==> src/rtl/chunked_addsub_if.sv <==
// chunked_addsub_if: operand/result handshake bundle for chunked_addsub.
//   master : producer/consumer side (drives operands and out_ready)
//   slave  : the adder itself (drives in_ready, results and busy)
// Signals: in_valid/in_ready, a, b, cin, sub (operand side);
//          out_valid/out_ready, sum, cout, ovf (result side); busy.
interface chunked_addsub_if #(
  parameter int WIDTH = 8
) ();
  logic             in_valid;
  logic             in_ready;
  logic [WIDTH-1:0] a;
  logic [WIDTH-1:0] b;
  logic             cin;
  logic             sub;
  logic             out_valid;
  logic             out_ready;
  logic [WIDTH-1:0] sum;
  logic             cout;
  logic             ovf;
  logic             busy;

  modport master (
    output in_valid, a, b, cin, sub, out_ready,
    input  in_ready, out_valid, sum, cout, ovf, busy
  );

  modport slave (
    input  in_valid, a, b, cin, sub, out_ready,
    output in_ready, out_valid, sum, cout, ovf, busy
  );
endinterface

==> src/rtl/chunked_addsub.sv <==
// chunked_addsub: multi-cycle WIDTH-bit adder/subtractor built around a
// single CHUNK-bit ripple slice. Operands are captured on accept, then one
// chunk (LSB first) is added per clock with the carry held in a register.
// Subtraction is A + ~B + 1, the inversion being applied at capture time.
// Ports:
//   clk   : rising-edge clock
//   rst_n : asynchronous active-low reset
//   bus   : chunked_addsub_if slave modport (operand and result handshakes,
//           sum/cout/ovf results, busy status)
module chunked_addsub #(
  parameter int WIDTH = 8,
  parameter int CHUNK = 4
) (
  input  logic                  clk,
  input  logic                  rst_n,
  chunked_addsub_if.slave       bus
);

  localparam int NCHUNK = WIDTH / CHUNK;
  localparam int IDXW   = (NCHUNK > 1) ? $clog2(NCHUNK) : 1;
  localparam logic [IDXW-1:0] LAST_IDX = IDXW'(NCHUNK - 1);

  typedef enum logic [1:0] {
    IDLE = 2'd0,
    RUN  = 2'd1,
    DONE = 2'd2
  } state_e;

  state_e           state_q, state_d;
  logic [WIDTH-1:0] op_a_q, op_a_d;
  logic [WIDTH-1:0] op_b_q, op_b_d;
  logic [WIDTH-1:0] sum_q, sum_d;
  logic             carry_q, carry_d;
  logic             cout_q, cout_d;
  logic             ovf_q, ovf_d;
  logic [IDXW-1:0]  idx_q, idx_d;
  logic             in_ready_q, in_ready_d;
  logic             out_valid_q, out_valid_d;
  logic             busy_q, busy_d;

  logic [CHUNK-1:0] a_ch_s, b_ch_s, s_ch_s;
  logic             c_out_s;
  logic             c_msb_in_s;

  // Chunk selection and the CHUNK-bit ripple slice
  always_comb begin
    a_ch_s = '0;
    b_ch_s = '0;
    for (int i = 0; i < NCHUNK; i++) begin
      a_ch_s = (idx_q == IDXW'(i)) ? op_a_q[i*CHUNK +: CHUNK] : a_ch_s;
      b_ch_s = (idx_q == IDXW'(i)) ? op_b_q[i*CHUNK +: CHUNK] : b_ch_s;
    end
    {c_out_s, s_ch_s} = {1'b0, a_ch_s} + {1'b0, b_ch_s} + {{CHUNK{1'b0}}, carry_q};
    // Carry into the slice MSB recovered from the MSB sum bit: s = a ^ b ^ cin.
    // On the last chunk this is the carry into bit WIDTH-1, needed for ovf.
    c_msb_in_s = a_ch_s[CHUNK-1] ^ b_ch_s[CHUNK-1] ^ s_ch_s[CHUNK-1];
  end

  // Next-state and next-output logic for the IDLE/RUN/DONE controller
  always_comb begin
    state_d = state_q;
    op_a_d  = op_a_q;
    op_b_d  = op_b_q;
    sum_d   = sum_q;
    carry_d = carry_q;
    cout_d  = cout_q;
    ovf_d   = ovf_q;
    idx_d   = idx_q;
    case (state_q)
      IDLE: begin
        if (bus.in_valid) begin
          op_a_d  = bus.a;
          op_b_d  = bus.sub ? ~bus.b : bus.b;
          carry_d = bus.sub ? 1'b1 : bus.cin;
          idx_d   = '0;
          state_d = RUN;
        end else begin
          state_d = IDLE;
        end
      end
      RUN: begin
        for (int i = 0; i < NCHUNK; i++) begin
          sum_d[i*CHUNK +: CHUNK] = (idx_q == IDXW'(i)) ? s_ch_s : sum_q[i*CHUNK +: CHUNK];
        end
        carry_d = c_out_s;
        if (idx_q == LAST_IDX) begin
          cout_d  = c_out_s;
          ovf_d   = c_msb_in_s ^ c_out_s;
          idx_d   = idx_q;
          state_d = DONE;
        end else begin
          idx_d   = idx_q + IDXW'(1);
          state_d = RUN;
        end
      end
      DONE: begin
        // Results are frozen here; leaving DONE only returns to IDLE, so a
        // new accept is at least one cycle after out_valid falls.
        if (bus.out_ready) begin
          state_d = IDLE;
        end else begin
          state_d = DONE;
        end
      end
      default: begin
        state_d = IDLE;
      end
    endcase
    in_ready_d  = (state_d == IDLE);
    out_valid_d = (state_d == DONE);
    busy_d      = (state_d != IDLE);
  end

  // State, datapath and registered handshake outputs
  always_ff @(posedge clk or negedge rst_n) begin
    if (!rst_n) begin
      state_q     <= IDLE;
      op_a_q      <= '0;
      op_b_q      <= '0;
      sum_q       <= '0;
      carry_q     <= 1'b0;
      cout_q      <= 1'b0;
      ovf_q       <= 1'b0;
      idx_q       <= '0;
      in_ready_q  <= 1'b1;
      out_valid_q <= 1'b0;
      busy_q      <= 1'b0;
    end else begin
      state_q     <= state_d;
      op_a_q      <= op_a_d;
      op_b_q      <= op_b_d;
      sum_q       <= sum_d;
      carry_q     <= carry_d;
      cout_q      <= cout_d;
      ovf_q       <= ovf_d;
      idx_q       <= idx_d;
      in_ready_q  <= in_ready_d;
      out_valid_q <= out_valid_d;
      busy_q      <= busy_d;
    end
  end

  assign bus.in_ready  = in_ready_q;
  assign bus.out_valid = out_valid_q;
  assign bus.sum       = sum_q;
  assign bus.cout      = cout_q;
  assign bus.ovf       = ovf_q;
  assign bus.busy      = busy_q;

endmodule

==> src/flat_wrapper.sv <==
// flat-port wrapper written by rule: the top's interface ports become plain ports
module chunked_addsub_flat 
#(
  parameter int WIDTH = 8,
  parameter int CHUNK = 4
)
  (clk, rst_n, bus_in_valid, bus_a, bus_b, bus_cin, bus_sub, bus_out_ready, bus_in_ready, bus_out_valid, bus_sum, bus_cout, bus_ovf, bus_busy);
  chunked_addsub_if #(.WIDTH(WIDTH)) bus_i ();
  input  logic clk;
  input  logic rst_n;
  input wire logic [$bits(bus_i.in_valid)-1:0] bus_in_valid;
  input wire logic [$bits(bus_i.a)-1:0] bus_a;
  input wire logic [$bits(bus_i.b)-1:0] bus_b;
  input wire logic [$bits(bus_i.cin)-1:0] bus_cin;
  input wire logic [$bits(bus_i.sub)-1:0] bus_sub;
  input wire logic [$bits(bus_i.out_ready)-1:0] bus_out_ready;
  output wire logic [$bits(bus_i.in_ready)-1:0] bus_in_ready;
  output wire logic [$bits(bus_i.out_valid)-1:0] bus_out_valid;
  output wire logic [$bits(bus_i.sum)-1:0] bus_sum;
  output wire logic [$bits(bus_i.cout)-1:0] bus_cout;
  output wire logic [$bits(bus_i.ovf)-1:0] bus_ovf;
  output wire logic [$bits(bus_i.busy)-1:0] bus_busy;
  assign bus_i.in_valid = bus_in_valid;
  assign bus_i.a = bus_a;
  assign bus_i.b = bus_b;
  assign bus_i.cin = bus_cin;
  assign bus_i.sub = bus_sub;
  assign bus_i.out_ready = bus_out_ready;
  assign bus_in_ready = bus_i.in_ready;
  assign bus_out_valid = bus_i.out_valid;
  assign bus_sum = bus_i.sum;
  assign bus_cout = bus_i.cout;
  assign bus_ovf = bus_i.ovf;
  assign bus_busy = bus_i.busy;
  chunked_addsub #(.WIDTH(WIDTH), .CHUNK(CHUNK)) u_core (.clk(clk), .rst_n(rst_n), .bus(bus_i));
endmodule
==> config.mk <==
export PLATFORM = sky130hd
export DESIGN_NAME = chunked_addsub_flat
export DESIGN_NICKNAME = d
export VERILOG_FILES = /design/src/rtl/chunked_addsub_if.sv /design/src/rtl/chunked_addsub.sv /design/src/flat_wrapper.sv
export SDC_FILE = /design/constraint.sdc
export NUM_CORES = 1
export LEC_CHECK = 0
export CAP_MARGIN = 20
export CORE_MARGIN = 3
export CORE_UTILIZATION = 43
export CTS_CLUSTER_DIAMETER = 80
export DETAILED_ROUTE_END_ITERATION = 8
export GPL_ROUTABILITY_DRIVEN = 0
export PLACE_DENSITY = 0.7
export SETUP_SLACK_MARGIN = 0.2
export SYNTH_ARGS = -nofsm -noshare
export SYNTH_HDL_FRONTEND = slang
export SYNTH_SLANG_ARGS = --single-unit
==> constraint.sdc <==
create_clock -name clk -period 6 [get_ports clk]
set_input_delay 0.6 -clock clk [delete_from_list [all_inputs] [get_ports clk]]
set_output_delay 0.6 -clock clk [all_outputs]
set_load 0.005 [all_outputs]
# --- After elaboration in Yosys (flattened, before gate mapping) ---
# Cells that the tools add are included.
op_classes:
  n_addsub: 3
  n_mul: 0
  div_mod_pow: 0
  order_cmp: 0
  n_eq_ne: 4
  shifts: 0
  n_mux: 13
  bitwise: 5
  n_reduce_logical: 8
ops:
  columns: ["cell", "count"]
  rows:
  - ["4-bit two-way mux", 2]
  - ["8-bit two-way mux", 1]
  - ["8-bit inverter", 1]
  - ["2-bit AND reduction", 4]
  - ["2-bit one-hot mux with 3 select lines", 1]
  - ["4-bit by 4-bit adder with 5-bit output", 1]
  - ["5-bit by 1-bit adder with 5-bit output", 1]
  - ["1-bit two-way mux", 5]
  - ["2-bit == test (second input constant)", 2]
  - ["2-bit logical NOT", 2]
  - ["2-bit two-way mux", 2]
  - ["1-bit one-hot mux with 2 select lines", 2]
  - ["2-bit nonzero test", 2]
  - ["1-bit bitwise XOR", 3]
  - ["2-bit by 1-bit == test with 1-bit output (second input constant)", 1]
  - ["2-bit inequality test (second input constant)", 1]
  - ["1-bit adder (second input constant)", 1]
  - ["1-bit inverter", 1]
word_totals:
  reg_bits: 33
  latchBits: 0
  ramBits: 0
  romBits: 0
  out_inout_bits: 13
  mem_count: 0

# --- Longest topological paths before layout ---
depth:
  word_depth: 5
  depth_mapped: 8
  ltp_nobuf: 7

# --- Worst setup path after synthesis ---
# OpenSTA, ideal clock, no wires.
synth_timing:
  path_type: "register to register"
  from: "register u_core.idx_q"
  to: "register u_core.ovf_q, in the netlist u_core.bus.ovf"
  setup_ns: 0.083
  arrival_ns: 2.048
  t_required_ns: 5.917
  path_slack_ns: 3.870
  stages_incl_launch_ff: 9
  n_path_buf: 1
  synth_period_minus_slack_ns: 2.130
  path_cell_list: "dfrtp_1 -> buf_2 -> mux2i_1 -> fa_1 -> fa_1 -> nand2b_1 -> o2bb2ai_1 -> xor2_1 -> o21ai_0"
synth_via:
  elab_chain_len: 5
synth_lines:
  columns: ["item", "line_no", "source"]
  rows:
  - ["from (decl)", "chunked_addsub.sv:36", "logic [IDXW-1:0] idx_q, idx_d;"]
  - ["from (signal assigned)", "chunked_addsub.sv:136", "idx_q <= idx_d;"]
  - ["4-bit two-way mux, on equally long branches", "chunked_addsub.sv:50, chunked_addsub.sv:51", null]
  - ["4-bit by 4-bit adder with 5-bit output", "chunked_addsub.sv:53", "{c_out_s, s_ch_s} = {1'b0, a_ch_s} + {1'b0, b_ch_s} + {{CHUNK{1'b0}}, carry_q};"]
  - ["5-bit by 1-bit adder with 5-bit output", "chunked_addsub.sv:53", null]
  - ["1-bit bitwise XOR", "chunked_addsub.sv:56", "c_msb_in_s = a_ch_s[CHUNK-1] ^ b_ch_s[CHUNK-1] ^ s_ch_s[CHUNK-1];"]
  - ["1-bit bitwise XOR", "chunked_addsub.sv:88", "ovf_d = c_msb_in_s ^ c_out_s;"]
  - ["to (signal assigned)", "chunked_addsub.sv:135", "ovf_q <= ovf_d;"]
  - ["to (decl)", "chunked_addsub.sv:35", "logic ovf_q, ovf_d;"]
# Several ways; a longest one is shown, not always the timed one.
# A chain may end at the register's enable or synchronous reset.

# --- Final worst setup path ---
# Same ends and word-level chain as after synthesis.

==> impl_metrics.ini <==
[outcome]
status = complete, no violations

[floorplan]
row_count = 20
start_util = 0.473
dieArea_sq_mm = 0.00428
core_sq_mm = 0.00320
io_pins = 35
die_h_um = 65.4
dieWidth_um = 65.4

[global_route]
grt_pass1_vias = 1038
antenna_found_initial = 0
grt_max_degree = 34
grt_first_pass_wirelength_mm = 4.69
overflow = 0
grt_use_total = 0.148

[setup_path]
path_cells = mux2i_1 > fa_1 > fa_1 > nand2b_1 > o2bb2ai_1 > xor2_1 > o21ai_0
path_common_cell = fa_1
critPathRequiredTime_ns = 6.25
slowest_stage = dfrtp_1
startpoint_type = register
crit_type = reg -> reg
worst_ep_arrival_time_ns = 2.73
endpoint_kind = register
critPathMaxFanout = 11
slowest_delay_ns = 0.65

[sta]
fin_crit_sh = 0.413
max_freq_mhz = 403
fin_skew_ns = 0.00809
timing_worst_slew_pin_value_ns = 0.962
slew_headroom = 0.358
drv_slew = 0
fin_crit_ns = 2.48
hold_viol_final = 0
setup_viol = 0
tns_ns = 0
rsz0062_at_grt = false

[routing]
routedWlPerCell_um = 12.9
wirelength_mm = 2.73
drc = 0
ant_nets = 0
routed_via_density = 4.83
firstDrtPassIters = 4
vias = 1024
drtIter0Drc = 38

[clock_tree]
cts_buffers = 5
clockRootBuffer = clkbuf_4
post_cts_buffers = 0
clk_latency_ns = 0.33
htree_levels = 2
numClockSinks = 33
cts_resized = 0
cts_hold_buf = 0
cts_buffer_depth = 2
cts_tree = yes
path_clk_slew_ns = 0.10

[logic_synthesis]
synth-seq-cells = 33
synthArstFlopShare = 1.00
syn_avg_cell_area_sq_um = 11.6
synth_flop_cell = dfrtp_1
synth_warnings = 0
synth-edff-count = 0
seq_area_frac_synth = 0.545
synth_top_area_cell = dfrtp_1
synth.distinct_cells = 28
synthCells = 131
syn_nets = 158
synth_area_leaders = dfrtp_1 53%, mux2_2 9.7%, xnor2_1 4.6%, nand2_1 3.7%, o21ai_0 3.6%
synthesis.area_sq_mm = 0.00152
synth_top_area_share = 0.528

[pwr]
finalPower_mw = 1.09
powerDensity_mw_per_mm2 = 555
vdd_drop_max_v = 0.000193
p_leak_nw = 0.844

[flow_run]
maxCapViolCount = 0

[layout]
drive_gt1_frac = 0.161
nFillCells = 295
areaGrowthSynthToFinish_pct = 29.1
fin_nets = 194
layout.cells.most_common = clkdlybuf4s50_1
diodes = 0
final_cell_mix = 34 x clkdlybuf4s50_1, 32 x dfrtp_1, 15 x nand2_1, 13 x mux2_2, 11 x o21ai_0

[worst_hold_path]
hold_path.class = reg -> reg

[placement]
portBuffers = 34
hpwl_mm = 2.09
path summary, 6_finish.rpt:
path | startpoint | end | slack [ns] | cells past startpoint
min in group asynchronous | rst_n | u_core.bus.busy | 0.65 | 2
max in group asynchronous | rst_n | u_core.bus.in_ready | 5.03 | 2
min | u_core.bus.sum[6] | u_core.bus.sum[6] | 0.49 | 2
max | u_core.idx_q | u_core.bus.ovf | 3.52 | 7
min reg2reg | u_core.bus.sum[6] | u_core.bus.sum[6] | 0.49 | 2
max reg2reg | u_core.idx_q | u_core.bus.ovf | 3.52 | 7
routing by layer:
metal / GRT usage / vias to the layer above / wire, um
li1: - / 510 / -
met1: 0.168 / 477 / 1150
met2: 0.247 / 31 / 1340
met3: 0.0581 / 6 / 189
met4: 0.0622 / 0 / 49
met5: 0 / - / 0
state kept, by name (all words and copies together) (netlist names):
name and count:
u_core.idx_q 1, u_core.bus.cout 1, u_core.op_b_q 8, u_core.state_q 2
u_core.bus.sum 8, u_core.bus.in_ready 1, u_core.bus.busy 1, u_core.bus.ovf 1
u_core.carry_q 1, u_core.op_a_q 8, u_core.bus.out_valid 1
metrics by stage:
step,area (sq um),util,hold WS (ns),instances,setup slack [ns]
final,1960,0.611,0.493,212,3.52
after global routing,1960,0.611,0.521,212,3.40
after CTS,1960,0.611,0.498,212,3.49
after detailed placement,1890,0.589,0.475,204,3.51
after global placement,1890,0.589,0.460,204,3.58
after floorplan,1520,-,0.304,131,3.87
synth_stat cells, types with 2 or more instances:
cell type	instances
inv_1	4
ha_1	3
nor2_1	9
o21ai_0	11
xnor2_1	8
buf_2	3
mux2i_1	4
xor2_1	3
fa_1	2
nand2_1	15
mux2_2	13
dfrtp_1	32
a21oi_1	9
final cells by class:
type / instances / area [sq um] / area share
Inverter: 4 / 15.0 / 0.00767
Sequential cell: 33 / 827 / 0.422
Tap cell: 44 / 55.1 / 0.0281
Clock buffer: 7 / 65.1 / 0.0332
Multi-Input combinational cell: 88 / 643 / 0.328
Clock inverter: 1 / 5.00 / 0.00256
Timing Repair Buffer: 35 / 348 / 0.178
where the power goes:
group	switching, mW	internal, mW
Clock	0.0713	0.0678
Sequential	0.0680	0.334
Combinational	0.260	0.286
Total	0.399	0.688
cells by family after synthesis:
kind of cell               share of synthesized area
AOI/OAI and AO/OA                             0.0817
xor gates and xnor gates                      0.0635
adders and majority gates                     0.0512
buffers and inverters                         0.0305
DFF                                            0.545
muxes                                          0.130
and+or+nand+nor                               0.0974
worst max-delay path, delay by kind of cell, from the launching register on:
kind | cells | cell delay, ns
adders and majority gates | 2 | 0.89
DFF | 1 | 0.65
AOI/OAI and AO/OA | 2 | 0.32
muxes | 1 | 0.20
and+or+nand+nor | 1 | 0.16
xor gates and xnor gates | 1 | 0.16
No activity file was read; power rests on OpenSTA's default activity.
